--- config.mk ---
export PLATFORM = sky130hd
export DESIGN_NAME = wb_addr_decoder
export DESIGN_NICKNAME = d
export VERILOG_FILES = /design/src/rtl/wb_addr_decoder.sv
export SDC_FILE = /design/constraint.sdc
export NUM_CORES = 1
export LEC_CHECK = 0
export ABC_AREA = 0
export CAP_MARGIN = 5
export CORE_AREA = 2 2 340 342
export DETAILED_ROUTE_END_ITERATION = 8
export DIE_AREA = 0 0 342 344
export PLACE_DENSITY = 0.43
export SETUP_SLACK_MARGIN = 0.05
export SYNTH_ARGS = -nofsm -noshare
export SYNTH_HDL_FRONTEND = slang
export SYNTH_SLANG_ARGS = --single-unit
--- constraint.sdc ---
create_clock -name sys_clock_i -period 3.23 [get_ports sys_clock_i]
set_input_delay 0.646 -clock sys_clock_i [delete_from_list [all_inputs] [get_ports sys_clock_i]]
set_output_delay 0.646 -clock sys_clock_i [all_outputs]
set_load 0.05 [all_outputs]
--- src/rtl/wb_addr_decoder.sv ---
// Wishbone address decoder: routes one master request at a time to one of eight
// mask/base-matched slave regions, with a slave wait timeout and an abort path.
module wb_addr_decoder #(
    parameter int unsigned ADDR_WIDTH     = 64,
    parameter int unsigned DATA_WIDTH     = 64,
    parameter logic [319:0] REGION_BASE   = {40'hFF_F000_0000, 40'h00_0600_0000,
                                             40'h00_0500_0000, 40'h00_0400_0000,
                                             40'h00_0300_0000, 40'h00_0200_0000,
                                             40'h00_0100_0000, 40'h00_0000_0000},
    parameter logic [319:0] REGION_MASK   = {40'hFF_FFFF_F000, 40'hFF_FF00_0000,
                                             40'hFF_FF00_0000, 40'hFF_FF00_0000,
                                             40'hFF_FF00_0000, 40'hFF_FF00_0000,
                                             40'hFF_FF00_0000, 40'hFF_FF00_0000},
    parameter int unsigned TIMEOUT_CYCLES = 255
) (
    input  logic                      sys_clock_i,
    input  logic                      sys_reset_i,
    input  logic                      wbm_cycle_i,
    input  logic                      wbm_strobe_i,
    input  logic                      wbm_we_i,
    input  logic [ADDR_WIDTH-1:0]     wbm_addr_i,
    input  logic [DATA_WIDTH-1:0]     wbm_data_i,
    input  logic [DATA_WIDTH/8-1:0]   wbm_sel_i,
    output logic                      wbm_ack_o,
    output logic                      wbm_err_o,
    output logic [DATA_WIDTH-1:0]     wbm_data_o,
    output logic [7:0]                wbs_cycle_o,
    output logic [7:0]                wbs_strobe_o,
    output logic                      wbs_we_o,
    output logic [ADDR_WIDTH-1:0]     wbs_addr_o,
    output logic [DATA_WIDTH-1:0]     wbs_data_o,
    output logic [DATA_WIDTH/8-1:0]   wbs_sel_o,
    input  logic [7:0]                wbs_ack_i,
    input  logic [8*DATA_WIDTH-1:0]   wbs_data_i,
    output logic                      stray_ack_o
);
    localparam int unsigned CW = (TIMEOUT_CYCLES > 0) ? $clog2(TIMEOUT_CYCLES + 1) : 1;
    localparam int unsigned SW = DATA_WIDTH / 8;

    typedef enum logic [1:0] {ST_IDLE, ST_ACTIVE, ST_DONE, ST_ERR} state_t;

    state_t                state_q;
    logic [ADDR_WIDTH-1:0] addr_q;
    logic [DATA_WIDTH-1:0] wdata_q;
    logic [SW-1:0]         sel_q;
    logic                  we_q;
    logic [2:0]            idx_q;
    logic [7:0]            slv_q;
    logic [CW-1:0]         cnt_q;
    logic [CW-1:0]         cnt_d;
    logic [DATA_WIDTH-1:0] rdata_q;
    logic                  ack_q;
    logic                  err_q;
    logic                  stray_q;

    logic                  hit;
    logic [2:0]            hit_idx;
    logic [7:0]            idx_onehot;
    logic [7:0]            ack_foreign;
    logic                  ack_sel;
    logic [DATA_WIDTH-1:0] rd_slice;

    // Scan upward and keep the first match so the lowest region index wins.
    always_comb begin
        hit     = 1'b0;
        hit_idx = '0;
        for (int unsigned n = 0; n < 8; n++) begin
            if (!hit && ((wbm_addr_i[39:0] & REGION_MASK[40*n +: 40]) ==
                         (REGION_BASE[40*n +: 40] & REGION_MASK[40*n +: 40]))) begin
                hit     = 1'b1;
                hit_idx = 3'(n);
            end
        end
    end

    always_comb begin
        idx_onehot  = 8'b1 << idx_q;
        ack_sel     = wbs_ack_i[idx_q];
        rd_slice    = wbs_data_i[idx_q*DATA_WIDTH +: DATA_WIDTH];
        ack_foreign = (state_q == ST_ACTIVE) ? (wbs_ack_i & ~idx_onehot) : wbs_ack_i;
        cnt_d       = (cnt_q == '1) ? cnt_q : cnt_q + CW'(1);
    end

    always_ff @(posedge sys_clock_i) begin
        if (sys_reset_i) begin
            state_q <= ST_IDLE;
            addr_q  <= '0;
            wdata_q <= '0;
            sel_q   <= '0;
            we_q    <= 1'b0;
            idx_q   <= '0;
            slv_q   <= '0;
            cnt_q   <= '0;
            rdata_q <= '0;
            ack_q   <= 1'b0;
            err_q   <= 1'b0;
            stray_q <= 1'b0;
        end else begin
            ack_q <= 1'b0;
            err_q <= 1'b0;
            if (|ack_foreign) stray_q <= 1'b1;
            case (state_q)
                ST_IDLE: begin
                    if (wbm_cycle_i && wbm_strobe_i) begin
                        addr_q  <= wbm_addr_i;
                        wdata_q <= wbm_data_i;
                        sel_q   <= wbm_sel_i;
                        we_q    <= wbm_we_i;
                        idx_q   <= hit_idx;
                        if (hit) begin
                            slv_q   <= 8'b1 << hit_idx;
                            cnt_q   <= '0;
                            state_q <= ST_ACTIVE;
                        end else begin
                            err_q   <= 1'b1;
                            state_q <= ST_ERR;
                        end
                    end
                end
                ST_ACTIVE: begin
                    cnt_q <= cnt_d;
                    // Abort beats a same-cycle ack; an ack beats a same-cycle timeout.
                    if (!wbm_cycle_i) begin
                        slv_q   <= '0;
                        state_q <= ST_IDLE;
                    end else if (ack_sel) begin
                        rdata_q <= rd_slice;
                        slv_q   <= '0;
                        ack_q   <= 1'b1;
                        state_q <= ST_DONE;
                    end else if (cnt_d == CW'(TIMEOUT_CYCLES)) begin
                        slv_q   <= '0;
                        err_q   <= 1'b1;
                        state_q <= ST_ERR;
                    end
                end
                ST_DONE: state_q <= ST_IDLE;
                ST_ERR:  state_q <= ST_IDLE;
                default: state_q <= ST_IDLE;
            endcase
        end
    end

    assign wbm_ack_o    = ack_q;
    assign wbm_err_o    = err_q;
    assign wbm_data_o   = rdata_q;
    assign wbs_cycle_o  = slv_q;
    assign wbs_strobe_o = slv_q;
    assign wbs_we_o     = we_q;
    assign wbs_addr_o   = addr_q;
    assign wbs_data_o   = wdata_q;
    assign wbs_sel_o    = sel_q;
    assign stray_ack_o  = stray_q;

endmodule

# Word-level counts from Yosys, hierarchy flattened
# Index checks and enable logic that the tools add are counted.
[totals]
ff_bits = 225
inputBits = 661
output_inout_bits = 220
[op_classes]
add_sub_neg = 1
magnitude_cmp = 1
eq_ne = 15
shift = 3
muxes = 41
bitwise_logic = 4
reduce_logical = 26
[op_table]
columns = ["operator", "count"]
rows = [
  ["512-bit by 10-bit indexed part select with 64-bit output", 1],
  ["8-bit two-way mux", 9],
  ["16-bit by 3-bit == test with 1-bit output (second input constant)", 3],
  ["40-bit logical NOT", 1],
  ["16-bit by 2-bit == test with 1-bit output (second input constant)", 2],
  ["8-bit one-hot mux with 2 select lines", 2],
  ["28-bit == test (second input constant)", 1],
  ["16-bit by 1-bit == test with 1-bit output (second input constant)", 1],
  ["8-bit == test (second input constant)", 2],
  ["1-bit two-way mux", 16],
  ["1-bit by 3-bit << shifter with 8-bit output (first input constant)", 2],
  ["2-bit two-way mux", 7],
  ["3-bit two-way mux", 4],
  ["8-bit by 1-bit adder with 8-bit output (second input constant)", 1],
  ["8-bit bitwise AND", 1],
  ["1-bit logical AND", 8],
  ["8-bit inverter", 1],
  ["8-bit OR reduction", 1],
  ["1-bit logical NOT", 7],
  ["2-bit one-hot mux with 3 select lines", 1],
  ["3-bit AND reduction", 2],
  ["2-bit == test (second input constant)", 2],
  ["3-bit by 4-bit < comparator with 1-bit output (second input constant)", 1],
  ["2-bit != test (second input constant)", 2],
  ["11 further kinds", 13],
]

# Logic depth before layout (Yosys ltp)
[depth]
depth_word = 27
mapped_depth = 9
mapped_depth_nobuf = 7

# Least setup slack after synthesis
# Ideal clock, no wire load.
[synth_path]
path_type = "reg-to-reg"
startpoint = "register cnt_q[0]"
endpoint = "register slv_q[7] (netlist: wbs_cycle_o[7])"
setup_ps = 121
arrival_time_ps = 2257
t_required_ps = 3109
setup_slack_ps = 852
path_stages_with_launch = 10
period_less_slack_ps = 2378
cell_sequence = "dfxtp_1 ha_1 buf_6 nand4_1 or2_1 buf_6 a32o_1 a311oi_4 nor2_4 mux2_4"
[synth_between]
elab_chain_cells = 5
word_cells_on_any_way = 6
cone_classes = "1 x add/sub; 3 x eq/ne; 1 x mux; 1 x reduce/logical"
[synth_lines]
columns = ["item", "line_no", "text"]
rows = [
  ["start, declared", "49", "logic [CW-1:0] cnt_q;"],
  ["start signal, assigned", "121", "cnt_q <= cnt_d;"],
  ["8-bit by 1-bit adder with 8-bit output or 8-bit == test (tied branches)", "81", "cnt_d = (cnt_q == '1) ? cnt_q : cnt_q + CW'(1);"],
  ["8-bit two-way mux *", "81", ""],
  ["8-bit == test *", "131", "end else if (cnt_d == CW'(TIMEOUT_CYCLES)) begin"],
  ["4-bit by 3-bit != test with 1-bit output (no source line) *", "n/a", ""],
  ["4-bit AND reduction (no source line) *", "n/a", ""],
  ["end signal, assigned", "111", "slv_q <= 8'b1 << hit_idx;"],
  ["end, declared", "48", "logic [7:0] slv_q;"],
]
# Every way passes the cells marked *; elsewhere a longest branch is shown, timed or not.
# A chain may end at the register's enable or synchronous reset.

# Worst setup path after layout
[layout_path]
startpoint = "register slv_q[4] (netlist: wbs_cycle_o[4])"
endpoint = "output wbs_strobe_o[4]"
[layout_rtl]
columns = ["item", "line_no", "text"]
rows = [
  ["end, declared", "28", "output logic [7:0] wbs_strobe_o,"],
]
# No word-level cell between the ends.

==> flow_summary.yaml <==
floorplan:
  core_mm2: 0.1139
  dieArea_mm2: 0.1176
  fp.dieW_um: 342
  initial_core_util_pct: 10.67
  die_h_um: 344
  ioPinCount: 881
  row_count: 124
pwr:
  power.switching_mw: 2.595
  power_density_mw_per_mm2: 372.6
  switching_share_pct: 29.20
  pwr-share-seq_pct: 33.2
  internal_power_mw: 6.291
  p_clk_share_pct: 41.4
  comb_power_share_pct: 25.4
  vdd_drop_max_v: 0.0004041
  p_leak_nw: 7.531
synthesis:
  synth.cell_area_mm2: 0.01215
  ys_warn_count: 0
  synth_async_sr_flop_share_pct: 0
  yosysSeqAreaShare_pct: 37.08
  synth_ff_type: "dfxtp_1"
  syn-num-nets: 1913
  netlist_instances: 1251
  ys_ff_latch: 225
  synth_edf_count: 0
  synth_cell_types: 53
  synth.avg_cell_area_um2: 9.710
worst_setup_path:
  cp_top_family: "buffers and inverters"
  end_kind: "output pin"
  critical_path.cell_chain: "clkdlybuf4s50_1"
  critPathSlowestCell: "clkdlybuf4s50_1"
  path_max_fanout: 3
  crit_required_ps: 2580
  critPathKind: "reg2out"
  worstReg2RegStart: "cnt_q[0]$_SDFFE_PP0P_"
  path_buf_inv: 1
  cp_slowest_stage_delay_ps: 970
  cp_data_arrival_time_ps: 2120
  startpoint: "wbs_cycle_o[4]$_SDFFE_PP0P_"
  cp-start-kind: "register"
grt:
  grt_usage_pct: 14.77
  grt_pass1_wl_mm: 119.4
  grt_pass1_vias: 13980
  gr-total-overflow: 0
  antenna_found_initial: 72
  grt_max_degree: 85
sta:
  setup-violations-final: 0
  report.final.slew_viol_count: 0
  max_freq_ghz: 0.3609
  clock-skew-final_ps: 21.01
  rsz0062_at_grt: "false"
  min_period_ps: 2771
  worst_slack_ps: 459.2
  layout_worst_path_cycle_share_pct: 85.78
  fin_setup_tns_ps: 0
  whs_ps: 451.1
  relSlewSlack_pct: 33.04
  finalHoldViolCount: 0
  worst_slew_pin_slew_ps: 1004
clock_tree:
  cts_tree: "done"
  hold_buffers: 0
  clockRootBuffer: "clkbuf_16"
  clockBufferDepth: 3
  htree_num_levels: 1
  worstSkewPairLatency_ps: 620
  cts_buffers: 31
  cts_resized: 0
  postCtsSetupBuffers: 0
  cts.clk_slew.worst_paths_ps: 60
  cts.sinks: 225
routing:
  drt-initial-drc-count: 644
  drcViolationCount: 0
  wl_per_cell_um: 25.18
  routed_via_density: 3.738
  first_pass_iters: 4
  ant_nets: 0
  dr_total_vias: 13540
  routed_wl_mm: 91.23
hold_path:
  hold_path.class: "reg2reg"
  hp-start: "wbs_sel_o[1]$_SDFFE_PP0P_"
place:
  placed_area_mm2: 0.02272
  gp_congestion: 0.8085
  dp_hpwl_mm: 77.06
  port_buffers: 880
  place_worst_setup_slack_ps: -208.9
cells_and_area:
  final-seq-area_mm2: 0.004516
  syn2layout_area_growth_pct: 96.34
  stdcell_area_mm2: 0.02385
  fin_nets: 2736
  drive_gt1_share_pct: 11.53
  num-fill-cells: 12620
  multi_input_area_mm2: 0.007064
run:
  maxCapViolCount: 0
run_status:
  status: "finished, final reports clean"
## per-stage QoR
stage / util [%] / power (mW) / cells
4_1_cts: 20.91 / 9.117 / 3610
5_1_grt: 20.93 / 9.289 / 3617
3_3_place_gp: 19.95 / 5.293 / 3553
2_1_floorplan: - / 3.925 / 1251
6_report: 20.94 / 8.885 / 3623
3_5_place_dp: 19.95 / 5.293 / 3553
## flip-flops by register name (all words and copies together), names as in the netlist
name         flops
wbs_sel_o        8
wbs_we_o         1
wbs_cycle_o      8
wbm_data_o      64
state_q          2
stray_ack_o      1
wbs_addr_o      64
wbs_data_o      64
wbm_err_o        1
wbm_ack_o        1
cnt_q            8
idx_q            3
## layout make-up
type	instances	share of cell area [%]
clock inverter	16	0.7974
clock buffer	41	3.788
antenna	13	0.1364
sequential	225	18.93
multi-input combinational	899	29.62
inverter	1	0.01574
tap	1512	7.932
timing repair buffer	916	38.78
## metal layers
| metal | wire, µm | global-route usage, % | vias to the layer above |
|---|---|---|---|
| met5 | 167 | 1.122 | - |
| met4 | 1707 | 2.887 | 28 |
| li1 | - | - | 6261 |
| met2 | 44780 | 25.87 | 655 |
| met1 | 35780 | 17.08 | 6451 |
| met3 | 8797 | 5.550 | 146 |
## path summary, 6_finish.rpt
kind / end / slack, ps / cells after the start
setup / recovery: wbs_strobe_o[4] / 460 / 1
hold / removal: wbs_sel_o[1]$_SDFFE_PP0P_ / 450 / 2
setup reg to reg: wbs_cycle_o[1]$_SDFFE_PP0P_ / 470 / 8
hold reg to reg: wbs_sel_o[1]$_SDFFE_PP0P_ / 450 / 2
## power by group through the flow
stage / clock network [mW] / logic (mW) / registers (mW)
2_1_floorplan: 0 / 0.574 / 3.35
3_3_place_gp: 0 / 2.29 / 3.01
3_5_place_dp: 0 / 2.28 / 3.01
4_1_cts: 3.87 / 2.30 / 2.95
5_1_grt: 3.93 / 2.39 / 2.96
6_report: 3.68 / 2.26 / 2.95
## synth_stat cells, types with 9 or more instances
cell type  count  area, µm²
mux2i_1       71      710.7
nand3_1        9      45.04
a21oi_1      147      735.7
mux4_2       130       2928
nand2_1      292       1096
nor4_1         9      56.30
dfxtp_1      225       4504
clkbuf_1      81      304.0
nor2_1        81      304.0
a211oi_1      67      503.0
buf_2         21      105.1
nand2b_1      11      68.82
## cell families after synthesis
logic type	Yosys count	synth area share, %
muxes	203	30.17
AOI/OAI and AO/OA	252	12.59
and+or+nand+nor	443	15.17
buffers and inverters	127	4.883
adders and majority gates	1	0.1030
DFF	225	37.08
## placed cells by master (no fill, tap or decap), types with 9 or more instances in the layout
cell,n
nor4_1,9
nand3_1,9
clkdlybuf4s50_1,875
nand2_1,291
nand2b_1,11
clkbuf_8,10
mux2i_1,71
mux4_2,130
diode_2,13
dfxtp_1,222
clkbuf_16,31
a21oi_1,147
buf_12,14
buf_4,26
a211oi_1,67
nor2_1,81
Power figures use the tool's default switching activity.
